===== config.mk =====
export PLATFORM = sky130hd
export DESIGN_NAME = srio_target_manage
export DESIGN_NICKNAME = d
export VERILOG_FILES = /design/src/rtl/srio_target_manage.sv
export SDC_FILE = /design/constraint.sdc
export NUM_CORES = 1
export LEC_CHECK = 0
export ABC_AREA = 1
export BUFFER_PORTS_ARGS = -buffer_cell sky130_fd_sc_hd__buf_2
export CAP_MARGIN = 20
export CORE_ASPECT_RATIO = 1.2
export CORE_MARGIN = 8
export CORE_UTILIZATION = 55
export CTS_CLUSTER_SIZE = 8
export DETAILED_ROUTE_END_ITERATION = 7
export MAX_ROUTING_LAYER = met4
export PLACE_DENSITY = 0.74
export SLEW_MARGIN = 15
export SYNTH_ARGS = -nofsm -noshare
export SYNTH_HDL_FRONTEND = slang
export SYNTH_SLANG_ARGS = --single-unit

===== constraint.sdc =====
create_clock -name sys_clk -period 6.8 [get_ports sys_clk]
set_input_delay 0.34 -clock sys_clk [delete_from_list [all_inputs] [get_ports sys_clk]]
set_output_delay 0.34 -clock sys_clk [all_outputs]
set_load 0.005 [all_outputs]

===== src/rtl/srio_target_manage.sv =====
// SRIO target-side receive manager: address-window checking, packet/byte counters, doorbell capture.
// Define SRIO_TGT_TIMEOUT_EN to build the receive watchdog (idle counter and timeout_limit at 0x24).
module srio_target_manage (
  input  logic        sys_clk,
  input  logic        sys_rst_n,
  input  logic        srio_single_rdn,
  input  logic        srio_single_wrn,
  input  logic        srio_single_csn,
  input  logic [7:0]  srio_single_addr,
  input  logic [31:0] srio_single_dout,
  output logic [31:0] srio_single_din,
  input  logic        tgt_wr_valid,
  input  logic [33:0] tgt_wr_addr,
  input  logic [8:0]  tgt_wr_len,
  input  logic        tgt_db_valid,
  input  logic [15:0] tgt_db_info,
  input  logic [7:0]  tgt_db_src_id,
  output logic        rx_done_irq,
  output logic        rx_busy,
  output logic        rx_err
);
  typedef enum logic [1:0] {StIdle, StRecv, StDone} state_e;

  state_e      state_q, state_d;
  logic [31:0] win_base_q, win_base_d, win_end_q, win_end_d, exp_pkts_q, exp_pkts_d;
  logic [31:0] rx_pkts_q, rx_pkts_d, rx_bytes_q, rx_bytes_d, addr_err_q, addr_err_d;
  logic [23:0] last_db_q, last_db_d;
  logic [31:0] din_q, din_d, rd_data;
  logic        err_q, err_d, irq_q, irq_d;
  logic        wr_en, rd_en, arm, clr, in_win, timeout_bit;
  logic [32:0] pkt_last;

`ifdef SRIO_TGT_TIMEOUT_EN
  logic [31:0] timeout_limit_q, timeout_limit_d, idle_cnt_q, idle_cnt_d;
  logic        timeout_q, timeout_d;
  assign timeout_bit = timeout_q;
`else
  assign timeout_bit = 1'b0;
`endif

  function automatic logic [31:0] sat_add(input logic [31:0] a, input logic [31:0] b);
    logic [32:0] s;
    s = {1'b0, a} + {1'b0, b};
    return s[32] ? 32'hFFFF_FFFF : s[31:0];
  endfunction

  assign wr_en = ~srio_single_wrn & ~srio_single_csn;
  assign rd_en = ~srio_single_rdn & ~srio_single_csn;
  assign arm   = wr_en && (srio_single_addr == 8'h0C) && srio_single_dout[0];
  assign clr   = wr_en && (srio_single_addr == 8'h0C) && srio_single_dout[1];

  // 33-bit end address so a wrap past 2^32 lands above any 32-bit win_end.
  assign pkt_last = {1'b0, tgt_wr_addr[31:0]} + {24'd0, tgt_wr_len} - 33'd1;
  assign in_win   = (tgt_wr_addr[33:32] == 2'b00) && (tgt_wr_addr[31:0] >= win_base_q) &&
                    (pkt_last <= {1'b0, win_end_q});

  always_comb begin
    state_d    = state_q;
    win_base_d = win_base_q;
    win_end_d  = win_end_q;
    exp_pkts_d = exp_pkts_q;
    rx_pkts_d  = rx_pkts_q;
    rx_bytes_d = rx_bytes_q;
    addr_err_d = addr_err_q;
    last_db_d  = last_db_q;
    err_d      = err_q;
`ifdef SRIO_TGT_TIMEOUT_EN
    timeout_limit_d = timeout_limit_q;
    idle_cnt_d      = idle_cnt_q;
    timeout_d       = timeout_q;
`endif
    if (wr_en) begin
      case (srio_single_addr)
        8'h00:   win_base_d = srio_single_dout;
        8'h04:   win_end_d  = srio_single_dout;
        8'h08:   exp_pkts_d = srio_single_dout;
`ifdef SRIO_TGT_TIMEOUT_EN
        8'h24:   timeout_limit_d = srio_single_dout;
`endif
        default: ;
      endcase
    end
    if (tgt_db_valid) last_db_d = {tgt_db_src_id, tgt_db_info};

    unique case (state_q)
      StIdle, StDone: begin
        if (arm) begin
          state_d    = StRecv;
          rx_pkts_d  = '0;
          rx_bytes_d = '0;
          addr_err_d = '0;
          err_d      = 1'b0;
`ifdef SRIO_TGT_TIMEOUT_EN
          idle_cnt_d = '0;
          timeout_d  = 1'b0;
`endif
        end
      end
      StRecv: begin
        if (tgt_wr_valid) begin
          if (in_win) begin
            rx_pkts_d  = sat_add(rx_pkts_q, 32'd1);
            rx_bytes_d = sat_add(rx_bytes_q, {23'd0, tgt_wr_len});
          end else begin
            addr_err_d = sat_add(addr_err_q, 32'd1);
            err_d      = 1'b1;
          end
        end
`ifdef SRIO_TGT_TIMEOUT_EN
        idle_cnt_d = tgt_wr_valid ? '0 : sat_add(idle_cnt_q, 32'd1);
`endif
        // Compare against the count including any packet landing this same cycle.
        if (tgt_db_valid && (tgt_db_info == 16'd1)) begin
          state_d = StDone;
          if (rx_pkts_d != exp_pkts_q) err_d = 1'b1;
        end
`ifdef SRIO_TGT_TIMEOUT_EN
        else if ((timeout_limit_q != '0) && (idle_cnt_d == timeout_limit_q)) begin
          state_d   = StDone;
          timeout_d = 1'b1;
          err_d     = 1'b1;
        end
`endif
      end
      default: state_d = StIdle;
    endcase

    if (clr) begin
      state_d    = StIdle;
      rx_pkts_d  = '0;
      rx_bytes_d = '0;
      addr_err_d = '0;
      last_db_d  = '0;
      err_d      = 1'b0;
`ifdef SRIO_TGT_TIMEOUT_EN
      idle_cnt_d = '0;
      timeout_d  = 1'b0;
`endif
    end
    irq_d = (state_d == StDone) && (state_q != StDone);
  end

  always_comb begin
    rd_data = '0;
    case (srio_single_addr)
      8'h00:   rd_data = win_base_q;
      8'h04:   rd_data = win_end_q;
      8'h08:   rd_data = exp_pkts_q;
      8'h10:   rd_data = {28'd0, timeout_bit, err_q, state_q == StDone, state_q == StRecv};
      8'h14:   rd_data = rx_pkts_q;
      8'h18:   rd_data = rx_bytes_q;
      8'h1C:   rd_data = addr_err_q;
      8'h20:   rd_data = {8'd0, last_db_q};
`ifdef SRIO_TGT_TIMEOUT_EN
      8'h24:   rd_data = timeout_limit_q;
`endif
      default: rd_data = '0;
    endcase
    din_d = rd_en ? rd_data : din_q;
  end

  always_ff @(posedge sys_clk or negedge sys_rst_n) begin
    if (!sys_rst_n) begin
      state_q    <= StIdle;
      win_base_q <= '0;
      win_end_q  <= '0;
      exp_pkts_q <= '0;
      rx_pkts_q  <= '0;
      rx_bytes_q <= '0;
      addr_err_q <= '0;
      last_db_q  <= '0;
      err_q      <= 1'b0;
      irq_q      <= 1'b0;
      din_q      <= '0;
`ifdef SRIO_TGT_TIMEOUT_EN
      timeout_limit_q <= '0;
      idle_cnt_q      <= '0;
      timeout_q       <= 1'b0;
`endif
    end else begin
      state_q    <= state_d;
      win_base_q <= win_base_d;
      win_end_q  <= win_end_d;
      exp_pkts_q <= exp_pkts_d;
      rx_pkts_q  <= rx_pkts_d;
      rx_bytes_q <= rx_bytes_d;
      addr_err_q <= addr_err_d;
      last_db_q  <= last_db_d;
      err_q      <= err_d;
      irq_q      <= irq_d;
      din_q      <= din_d;
`ifdef SRIO_TGT_TIMEOUT_EN
      timeout_limit_q <= timeout_limit_d;
      idle_cnt_q      <= idle_cnt_d;
      timeout_q       <= timeout_d;
`endif
    end
  end

  assign srio_single_din = din_q;
  assign rx_done_irq     = irq_q;
  assign rx_busy         = (state_q == StRecv);
  assign rx_err          = err_q;
endmodule


Yosys cells after proc, flatten, opt, wreduce, memory -nomap -nowiden

Cells that the tools add are included.
W data, S select, Z words.

Bits in registers: 252
Output and inout bits: 35
Word-level logic and storage cells: 91

Add/subtract/negate cells: 5
Magnitude comparators: 2
Equal/unequal tests: 18
Mux-type cells: 31
Bitwise operators: 5
Reductions and logical operators: 19

Operator list:

| cell                    | number |
|---|---|
| $mux W32                | 14 |
| $pmux W32 S8            | 1 |
| $pmux W32 S2            | 3 |
| $add A32 B1 Y33 const B | 2 |
| $add A32 B9 Y33         | 2 |
| $mux W24                | 2 |
| $le A33 B32 Y1          | 1 |
| $sub A33 B1 Y33 const B | 1 |
| $eq A8 B5 Y1 const B    | 4 |
| $ge A32 B32 Y1          | 1 |
| $ne A32 B32 Y1          | 1 |
| $eq A16 B1 Y1 const B   | 1 |
| $eq A8 B4 Y1 const B    | 2 |
| $eq A8 B3 Y1 const B    | 1 |
| $eq A8 B6 Y1 const B    | 1 |
| $logic_not A8 Y1        | 1 |
| $reduce_and A2 Y1       | 4 |
| $reduce_and A4 Y1       | 2 |
| $logic_and A1 B1 Y1     | 7 |
| $mux W1                 | 6 |
| $mux W2                 | 3 |
| $ne A3 B3 Y1 const B    | 2 |
| $eq A2 B2 Y1 const B    | 2 |
| $logic_not A2 Y1        | 2 |
| other kinds (11)        | 14 |

Longest topological paths before layout

Depth after elaboration: 12
Gate-level depth with buffers: 48

Worst setup path before layout

No wires, ideal clock.

Path type: input port to flip-flop
Start point: input tgt_wr_len[1]
End point: register err_q (netlist: rx_err)
Arrival time: 4.825 ns
Required time: 6.684 ns
Slack: 1.859 ns
Stages: 46
Buffers on the path: 1
Cell sequence: inv_1 > ha_1 > inv_1 > ha_1 > fa_1 > nand3_1 > nand2_1 > a21oi_1 > o21bai_1 > nand2_1 > nand2_1 > a21o_1 > nand2_1 > nand2_1 > nand2_1 > nand2_1 > nand2_1 > nand2_1 > [... 10 more ...] > nand2_1 > nand2_1 > nand2_1 > nand2_1 > nand2_1 > nand2_1 > clkbuf_1 > nand4_1 > nand2_1 > nand2_1 > nand2_1 > nand2_1 > nor2_1 > nand2_1 > nor2_1 > nand2_1 > nand2_1 > nand2_1

Cells in the longest elaborated chain, start to end: 12
Elaborated cells between the ends (all ways): 14

Ends and longest elaborated chain:

| item                    | line | RTL |
|---|---|---|
| from (decl)             | 14   | `input logic [8:0] tgt_wr_len,` |
| $add A32 B9 Y33 (*)     | 53   | `assign pkt_last = {1'b0, tgt_wr_addr[31:0]} + {24'd0, tgt_wr_len} - 33'd1;` |
| $sub A33 B1 Y33 (*)     | 53   |  |
| $le A33 B32 Y1 (*)      | 55   | `(pkt_last <= {1'b0, win_end_q});` |
| $logic_and A1 B1 Y1 (*) | 54   | `assign in_win = (tgt_wr_addr[33:32] == 2'b00) && (tgt_wr_addr[31:0] >= win_base_q) &&` |
| $mux W32                | 101  | `if (in_win) begin` |
| $mux W32                | 100  | `if (tgt_wr_valid) begin` |
| $mux W32                | 85   | `unique case (state_q)` |
| $ne A32 B32 Y1          | 115  | `if (rx_pkts_d != exp_pkts_q) err_d = 1'b1;` |
| $mux W1                 | 115  |  |
| $mux W1 (*)             | 113  | `if (tgt_db_valid && (tgt_db_info == 16'd1)) begin` |
| $pmux W1 S2 (*)         | 85   |  |
| $mux W1 (*)             | 128  | `if (clr) begin` |
| to (signal assigned)    | 189  | `err_q <= err_d;` |
| to (decl)               | 29   | `logic err_q, err_d, irq_q, irq_d;` |

Mark *: on every way between the ends. The rest lies on a longest branch, timed or not. The select of a mux whose other input is x is not followed.
A chain may end at the register's enable or synchronous reset.

Worst setup path after layout

Start point: input tgt_wr_len[1]
End point: register rx_bytes_q[15]

Cells in the longest elaborated chain, start to end: 6
Elaborated cells between the ends (all ways): 12

Ends and longest elaborated chain:

| item                                                                  | line    | RTL |
|---|---|---|
| $add A32 B9 Y33, on equally long branches                             | 53, 43  |  |
| $sub A33 B1 Y33 / $mux W32 (equally long branches)                    | 53, 44  |  |
| $le A33 B32 Y1 / $mux W32 (equally long branches)                     | 55, 101 |  |
| $logic_and A1 B1 Y1 / $mux W32 (equally long branches)                | 54, 100 |  |
| $ne A3 B1 Y1 (no source line) / $pmux W32 S2 (equally long branches)  | n/a     |  |
| $reduce_and A4 Y1 (no source line) / $mux W32 (equally long branches) | n/a     |  |
| to (signal assigned)                                                  | 186     | `rx_bytes_q <= rx_bytes_d;` |
| to (decl)                                                             | 26      | `logic [31:0] rx_pkts_q, rx_pkts_d, rx_bytes_q, rx_bytes_d, addr_err_q, addr_err_d;` |

Several ways; a longest one is shown, not always the timed one. The select of a mux whose other input is x is not followed.

==> results.json <==
{
  "coreArea_mm2": 0.03216,
  "cts_buffers": 37,
  "cts_tree": "built",
  "final_cell_area_mm2": 0.02007,
  "grt_max_degree": 134,
  "status": "complete, no violations",
  "synth-xor-area-share_pct": 3.373,
  "finalCritPeriodShare_pct": 85.46,
  "final_cell_mix": "nand2_1 (560), inv_1 (425), dfrtp_1 (252), o21ai_0 (225), buf_2 (147)",
  "cts_root_buffer": "clkbuf_16",
  "cts_sinks": 252,
  "seq_area_frac_synth_pct": 35.19,
  "antenna_found_initial": 2,
  "holdPathStages": 3,
  "totalWireLength_um": 66650,
  "synth.avg_cell_area_um2": 7.116,
  "period_minus_slack_ns": 5.811,
  "path_clk_slew_ns": 0.05,
  "min_to": "last_db_q[17]$_DFFE_PN0P_",
  "initial_utilization_pct": 55.72,
  "cp_data_required_time_ns": 7.22,
  "dpl_cell_area_mm2": 0.01900,
  "synth_ff_type": "dfrtp_1",
  "async_reset_ff_share_pct": 100.0,
  "yosys.area.top_type": "dfrtp_1",
  "worstHoldStart": "tgt_db_src_id[1]",
  "rsz0062_at_grt": "false",
  "drc": 0,
  "cp_max_fo": 38,
  "max_freq_ghz": 0.1721,
  "hold_viol_final": 0,
  "post-dp-hpwl_um": 51830,
  "synth.area.top_cells": "dfrtp_1 (35%), nand2_1 (12%), inv_1 (8.9%), ha_1 (8.0%), o21ai_0 (6.3%)",
  "htreeDepth": 2,
  "cp_slowest_cell": "inv_1",
  "cts_resized": 0,
  "maxCapViolCount": 0,
  "synth_area_mm2": 0.01792,
  "netlist_instances": 2518,
  "cp_common_cell": "nand2_1",
  "slew_headroom_pct": 27.83,
  "cp.arrival_ns": 6.23,
  "endpoint_kind": "flip-flop",
  "grt.total_usage_pct": 35.07,
  "ff_latch_area_mm2": 0.006306,
  "cp_num_buf_inv": 7,
  "synth_top_cell_area_share_pct": 35.19,
  "drt_iter0_drc": 1830,
  "first_pass_iters": 6,
  "ys_ff_latch": 252,
  "drtAntennaViolNets": 0,
  "synthDistinctLibCells": 48,
  "synth_top_family_by_area": "simple AND/OR/NAND/NOR gates",
  "drive_above_1_share_pct": 10.02,
  "port_buffers": 148,
  "final_common_cell": "nand2_1",
  "gr-total-overflow": 0,
  "ios": 149,
  "die_area_mm2": 0.03864,
  "power.density_mw_per_mm2": 192.8,
  "grt_pass1_wl_um": 101500,
  "area_delta_synth_final_pct": 12.02,
  "max_slew.worst_pin.slew_ns": 1.069,
  "synth_compound_area_share_pct": 17.35,
  "die_w_um": 180.8,
  "ys_warn_count": 0,
  "grt_pass1_vias": 17810,
  "via_per_inst": 5.973,
  "clk_latency_ns": 0.54,
  "synthSimpleGateAreaFrac_pct": 23.59,
  "r2r_end": "rx_err$_DFFE_PN0P_",
  "synth_adder_area_share_pct": 8.254,
  "rows": 72,
  "gp_congestion": 1.013,
  "cp-start-kind": "input pin",
  "clock_skew_ns": 0.01344,
  "num-nets-final": 2871,
  "synthesis.nets": 2749,
  "slew_viol_final": 0,
  "die_y_um": 213.7,
  "hp-class": "in -> reg",
  "vias": 18240,
  "clk_path_buf_depth": 3,
  "r2r_slack_ns": 2.76,
  "synth.mux.area_fraction_pct": 1.131,
  "setup_viol": 0,
  "p_leak_uw": 0.009898,
  "r2r_cells": 20,
  "n_fill_cell": 2985,
  "timing.hold.ws_ns": 0.02700,
  "ir_worst_vdd_mv": 0.1654,
  "final_util_pct": 62.41,
  "multi_input_area_mm2": 0.009642,
  "fin_tns_setup_ns": 0,
  "worstSetupPathType": "in -> reg",
  "crit_family": "simple AND/OR/NAND/NOR gates",
  "wl_per_cell_um": 21.83,
  "slowest_delay_ns": 0.54,
  "synth-edff-count": 0,
  "worstReg2RegStart": "rx_pkts_q[0]$_DFFE_PN0P_"
}
[logic make-up (layout without fill, tap and decap cells)]
| kind of cell | count (synthesis) | after routing |
|---|---|---|
| fa+ha+maj | 117 | 117 |
| simple gates | 987 | 987 |
| flops | 252 | 252 |
| compound gates | 555 | 555 |
| other cells | 0 | 2 |
| mux | 18 | 18 |
| xor+xnor | 69 | 69 |
| buf+inv | 520 | 646 |
[registers in the layout, summed over array words and instances (netlist names)]
name,flops
rx_err,1
rx_pkts_q,32
win_base_q,32
rx_bytes_q,32
srio_single_din,32
rx_done_irq,1
last_db_q,24
exp_pkts_q,32
addr_err_q,32
state_q,2
win_end_q,32
[through the flow]
step / cells / setup slack [ns] / total power (uW)
2_1_floorplan: 2518 / 1.859 / 1985
3_3_place_gp: 3004 / 0.6888 / 2201
3_5_place_dp: 3004 / 0.5804 / 2222
4_1_cts: 3048 / 1.100 / 3874
5_1_grt: 3053 / 0.6495 / 4017
6_report: 3053 / 0.9888 / 3869
[worst max-delay path by stage]
stage,startpoint,end,depth (start not counted)
CTS,tgt_wr_len[1],rx_bytes_q[15]$_DFFE_PN0P_,42
global placement,tgt_wr_len[1],rx_bytes_q[15]$_DFFE_PN0P_,42
global route,tgt_wr_len[1],rx_bytes_q[15]$_DFFE_PN0P_,42
floorplan,tgt_wr_len[1],rx_err$_DFFE_PN0P_,46
finish,tgt_wr_len[1],rx_bytes_q[15]$_DFFE_PN0P_,42
detailed placement,tgt_wr_len[1],rx_bytes_q[15]$_DFFE_PN0P_,42
[timing repair]
action / 4_1_cts / 5_1_grt
endpoints found under the hold margin: 119 / 0
setup buffers: 0 / 0
endpoints found under the setup margin: 0 / 0
hold buffers: 1 / 0
[Yosys cell counts, drive strengths merged (2+ instances only)]
master	number
a21o	8
nor3	59
nor2	147
or2	9
a211oi	2
dfrtp	252
nor4	21
clkbuf	67
a221oi	5
o22ai	121
o31ai	8
buf	23
xnor2	10
o41ai	8
ha	115
o221ai	2
nor4b	2
o21a	3
a21oi	135
nand2	567
mux2	18
nand3	103
inv	430
and3	20
fa	2
xor2	59
o211ai	5
nand4	56
a31oi	24
o21ai	230
[layout make-up]
class / instances / share of cell area (%)
Clock buffer: 40 / 4.719
Timing Repair Buffer: 173 / 5.037
Tap cell: 407 / 2.537
Sequential cell: 252 / 31.42
Multi-Input combinational cell: 1746 / 48.04
Clock inverter: 3 / 0.1870
Inverter: 430 / 8.041
Antenna cell: 2 / 0.02493
[worst min-delay path, stage by stage]
cell and delay (ns):
buf_2 0.08, a31oi_1 0.07, inv_1 0.04
[report_power, final]
group          switching (uW)  leakage [uW]  internal [uW]
Sequential               25.8       0.00347           1540
Clock                     683      0.000484            980
Combinational             419       0.00595            226
[routing by layer]
layer  up-vias  GRT usage [%]  wire length [um]  share of wire [%]
met4         0          21.49              4406                6.6
met3       176          5.407              5414                8.1
met5         -              -                 0                  0
met1      8590          42.05             26120                 39
li1       8580              -                 -                  -
met2       889          55.62             30710                 46
Note: power is estimated with default switching activity, not from simulation.
